--- src/rtl/video_pkg.sv ---
// Shared video definitions: RGB width, scanline mode encodings and the
// beat structure carried through the scanline pipeline.
package video_pkg;

  localparam int RGB_W = 24;

  localparam logic [1:0] SL_OFF = 2'd0;
  localparam logic [1:0] SL_75  = 2'd1;
  localparam logic [1:0] SL_50  = 2'd2;
  localparam logic [1:0] SL_25  = 2'd3;

  typedef struct packed {
    logic [RGB_W-1:0] rgb;
    logic             de;
    logic             hs;
    logic             vs;
  } vid_beat_t;

endpackage

--- src/rtl/scanline_dim.sv ---
// Per-channel scanline intensity reduction, purely combinational.
module scanline_dim
  import video_pkg::*;
(
  input  logic [7:0] c_in,
  input  logic [1:0] mode,
  output logic [7:0] c_out
);

  // c - c/4 never underflows, so plain 8-bit unsigned math is exact
  always_comb begin
    c_out = c_in;
    unique case (mode)
      SL_75:   c_out = c_in - (c_in >> 2);
      SL_50:   c_out = c_in >> 1;
      SL_25:   c_out = c_in >> 2;
      default: c_out = c_in;
    endcase
  end

endmodule

--- src/rtl/video_scanlines.sv ---
// Two-stage scanline darkener: stage 1 registers the pixel and the darken
// decision, stage 2 registers the dimmed/blanked pixel and delayed syncs.
module video_scanlines
  import video_pkg::*;
#(
  parameter logic DARK_ODD = 1'b1
) (
  input  logic             clk_video,
  input  logic             reset_n,
  input  logic [1:0]       scanlines,
  input  logic [RGB_W-1:0] din,
  input  logic             de_in,
  input  logic             hs_in,
  input  logic             vs_in,
  output logic [RGB_W-1:0] dout,
  output logic             de_out,
  output logic             hs_out,
  output logic             vs_out
);

  logic       vs_prev;
  logic       de_prev;
  logic [1:0] act_mode;
  logic       parity;

  logic       vs_rise;
  logic       de_fall;
  logic       dark_now;

  vid_beat_t  s1_beat;
  logic       s1_dark;
  logic [1:0] s1_mode;

  logic [RGB_W-1:0] dimmed;

  assign vs_rise  = vs_in & ~vs_prev;
  assign de_fall  = ~de_in & de_prev;
  // Uses the parity before this cycle's update, so a line's last pixel is
  // never affected by the toggle its own de fall causes.
  assign dark_now = (act_mode != SL_OFF) && (parity == DARK_ODD);

  always_ff @(posedge clk_video) begin
    if (!reset_n) begin
      vs_prev  <= 1'b0;
      de_prev  <= 1'b0;
      act_mode <= SL_OFF;
      parity   <= 1'b0;
    end else begin
      vs_prev <= vs_in;
      de_prev <= de_in;
      if (vs_rise) begin
        act_mode <= scanlines;
      end
      // Frame start wins over a coincident end of line.
      if (vs_rise) begin
        parity <= 1'b0;
      end else if (de_fall) begin
        parity <= ~parity;
      end
    end
  end

  always_ff @(posedge clk_video) begin
    if (!reset_n) begin
      s1_beat <= '0;
      s1_dark <= 1'b0;
      s1_mode <= SL_OFF;
    end else begin
      s1_beat.rgb <= din;
      s1_beat.de  <= de_in;
      s1_beat.hs  <= hs_in;
      s1_beat.vs  <= vs_in;
      s1_dark     <= dark_now;
      s1_mode     <= act_mode;
    end
  end

  for (genvar ch = 0; ch < 3; ch++) begin : g_ch
    scanline_dim u_dim (
      .c_in  (s1_beat.rgb[ch*8 +: 8]),
      .mode  (s1_mode),
      .c_out (dimmed[ch*8 +: 8])
    );
  end

  always_ff @(posedge clk_video) begin
    if (!reset_n) begin
      dout   <= '0;
      de_out <= 1'b0;
      hs_out <= 1'b0;
      vs_out <= 1'b0;
    end else begin
      de_out <= s1_beat.de;
      hs_out <= s1_beat.hs;
      vs_out <= s1_beat.vs;
      if (!s1_beat.de) begin
        dout <= '0;
      end else if (s1_dark) begin
        dout <= dimmed;
      end else begin
        dout <= s1_beat.rgb;
      end
    end
  end

endmodule

--- config.mk ---
export PLATFORM = sky130hd
export DESIGN_NAME = video_scanlines
export DESIGN_NICKNAME = d
export VERILOG_FILES = /design/src/rtl/video_pkg.sv /design/src/rtl/scanline_dim.sv /design/src/rtl/video_scanlines.sv
export SDC_FILE = /design/constraint.sdc
export NUM_CORES = 1
export LEC_CHECK = 0
export CAP_MARGIN = 15
export CORE_MARGIN = 5
export CORE_UTILIZATION = 52
export DETAILED_ROUTE_END_ITERATION = 8
export PLACE_DENSITY_LB_ADDON = 0.08
export SYNTH_ARGS = -nofsm -noshare
export SYNTH_HDL_FRONTEND = slang
export SYNTH_SLANG_ARGS = --single-unit
--- constraint.sdc ---
create_clock -name clk_video -period 2.3 [get_ports clk_video]
set_input_delay 0.46 -clock clk_video [delete_from_list [all_inputs] [get_ports clk_video]]
set_output_delay 0.46 -clock clk_video [all_outputs]
set_load 0.02 [all_outputs]
==> results.md <==
* Run status: completed
* Routed WL at 7.202 mm
* Standard-cell rows at 28
* Drt drc at 0
* Dominant cell type by area after synthesis: dfxtp_1
* Die Wd at 87.14 um
* Worst min path class: flip-flop to flip-flop
* EDFF count, synth at 0
* GP Congestion at 0.8629
* Crit-path max cell delay at 0.42 ns
* First-pass GRT wire length at 11.90 mm
* Critical path, cell by cell: ha_1, inv_1, fa_1, a211oi_2, o21bai_1, a21oi_1, xnor2_1, o21ai_0
* Avg Cell Area, Syn at 8.548 um^2
* Flops & latches, synth at 60
* Via count at 2728
* Min cycle time layout at 2.078 ns
* Full die area at 7593 um^2
* Crit path max-delay family: compound AO/OA/AOI/OAI gates
* Slowest-stage cell, CP: dfxtp_1
* Critical path buffer and inverter count at 1
* Skew final at 0.006776 ns
* Worst VDD drop at 0.5275 mV
* Io pins at 58
* Fmax at 0.4812 GHz
* Height of the chip at 87.14 um
* Synth cell types at 42
* Sw Share at 0.2490
* Sw Pwr at 642.6 uW
* PD cells at 648.6 nW/um^2
* Synth Instances at 362
* Ys flop type: dfxtp_1
* CP arrival at 2.29 ns
* Placed Cells at 485
* Hold Fails Final Rpt at 0
* Vias in the first global route at 2643
* Initial core utilization at 0.5289
* CP required at 2.51 ns
* Most frequent cell after synthesis: dfxtp_1
* Final Cycle Share at 0.9035
* # nets final at 473
* Worst-Skew Late Latency at 0.34 ns
* Clock sink count at 60
* Ys Warns at 0
* Worst Max-Slew Pin Slew at 0.6264 ns
* CTS tree: done
* Reg clk slew, reported paths at 0.07 ns
* Share of cells above drive strength 1 at 0.08000
* Vias per std cell at 5.456
* MaxCap Viol Count at 0
* Gr usage total at 0.2000
* RSZ-0062 raised after global routing: false
* Clock power frac at 0.415
* Buffers on Ports at 57
* # diodes at 0
* H-tree depth at 3
* 1st-pass router iterations at 5
* Gr ovfl total at 0
* WS Path Type: flip-flop to flip-flop
* CTS Buf Count at 9
* Detail Route Antenna Nets at 0
* Max clock buf depth at 2
* Hold-fix buffer count after cts at 0
* DP HPWL at 5.228 mm
* Sequential power share at 0.430
* Setup Buffers After CTS at 0
* Startpoint types: flip-flop
* # setup viols final at 0
* Sequential share of the synthesized area at 0.3882
* Initial DRC count at 141
* Top post-synthesis cells by count: 60 x dfxtp_1, 39 x o21ai_0, 33 x and2_1, 29 x nand2_1, 28 x inv_1
* Worst-path fanout max at 6
* Logic pwr share at 0.155
* Worst Setup End Kind: flip-flop
* Leakage power at 1.576 nW
* Area contributors post-synth: dfxtp_1 39%, ha_1 7.3%, and2_1 6.7%
* Largest net degree at the start of global routing at 35
* Async SR Flop Fraction at 0
* WL/cell at 14.40 um
* Root Buffer: clkbuf_8
* Slew HR at 0.5824
* Cell Area, Synth at 3094 um^2
* Fin. max-slew vios at 0
* Internal power at 1.938 mW
* Net Count, Synth at 414
* Top cell type's share of synthesized area at 0.3882
* Post-CTS Resized at 0
* Worst hold slack at 0.4396 ns
* P&R area growth vs syn at 28.59%
* Post-Layout Cell Count at 500
* Initial antenna violation count at 0
* Setup total negative slack at 0 ns
* Core Area at 5851 um^2
==> path summary, 6_finish.rpt <==
| kind | from | to | slack [ns] | cells after the start |
|---|---|---|---|---|
| min reg2reg | s1_beat[1] | hs_out | 0.44 | 1 |
| max | s1_beat[21] | dout[22] | 0.22 | 8 |
| max reg2reg | s1_beat[21] | dout[22] | 0.22 | 8 |
| min | s1_beat[1] | hs_out | 0.44 | 1 |
==> power by group through the flow <==
stage	combinational, mW	sequential (mW)	clock (mW)
after floorplan	0.257	1.14	0
after global placement	0.383	1.13	0
after detailed placement	0.392	1.13	0
after CTS	0.396	1.11	1.09
after global routing	0.443	1.12	1.15
final	0.400	1.11	1.07
==> placed cells by master, fill, tap and decap left out, types with 6 or more instances in the layout <==
| cell type | netlist | layout |
|---|---|---|
| o21ai_0 | 39 | 39 |
| nor2_1 | 13 | 13 |
| ha_1 | 18 | 18 |
| dfxtp_1 | 60 | 60 |
| nand2_1 | 29 | 29 |
| nand3_1 | 10 | 10 |
| a31oi_1 | 10 | 10 |
| and2_1 | 33 | 33 |
| clkbuf_8 | 0 | 11 |
| mux2i_1 | 11 | 11 |
| inv_1 | 28 | 28 |
| clkdlybuf4s50_1 | 0 | 57 |
| buf_4 | 0 | 10 |
| a21oi_1 | 22 | 22 |
| xnor2_1 | 6 | 6 |
==> through the flow <==
step                      power, mW  utilization  cell area [um^2]  setup slack [ns]
after global routing          2.704       0.6801              3979           0.07128
after CTS                     2.599       0.6792              3974            0.1682
after floorplan               1.393            -              3094            0.4291
after detailed placement      1.525       0.6409              3750            0.2426
final                         2.581       0.6801              3979            0.2220
after global placement        1.516       0.6409              3750            0.3279
==> worst reg2reg max path, cell delays in order (launching register included) <==
cell,delay (ns)
dfxtp_1,0.42
ha_1,0.21
inv_1,0.05
fa_1,0.41
a211oi_2,0.28
o21bai_1,0.11
a21oi_1,0.18
xnor2_1,0.16
o21ai_0,0.12
==> per-layer routing <==
layer / up-vias / part of all wire / wire (um) / GRT usage
met5: - / 0 / 0 / 0
met4: 0 / 0.022 / 159 / 0.07392
met3: 16 / 0.050 / 361 / 0.05014
met2: 94 / 0.48 / 3488 / 0.3499
met1: 1247 / 0.44 / 3192 / 0.2352
li1: 1371 / - / - / -
==> flip-flops by register name (all words and copies together), names as in the netlist <==
register / flops
hs_out: 1
s1_mode: 2
s1_beat: 27
parity: 1
s1_dark: 1
de_out: 1
vs_out: 1
act_mode: 2
dout: 24
==> kinds of logic after synthesis <==
logic type               share of synthesized area
AO/OA/AOI/OAI                               0.2054
adder cells (fa/ha/maj)                    0.09220
buffers and inverters                      0.06106
AND/OR/NAND/NOR                             0.1864
multiplexers                               0.03559
XOR/XNOR                                   0.03114
flip-flops                                  0.3882
==> layout make-up <==
cell class	count	area, um^2
clock buffer	11	151.4
fill	482	1872
tap	75	93.84
inverter	28	105.1
multi-input combinational	255	1709
clock inverter	4	72.57
sequential	60	1201
timing repair buffer	67	645.6
Note: power is estimated with default switching activity, not from simulation.
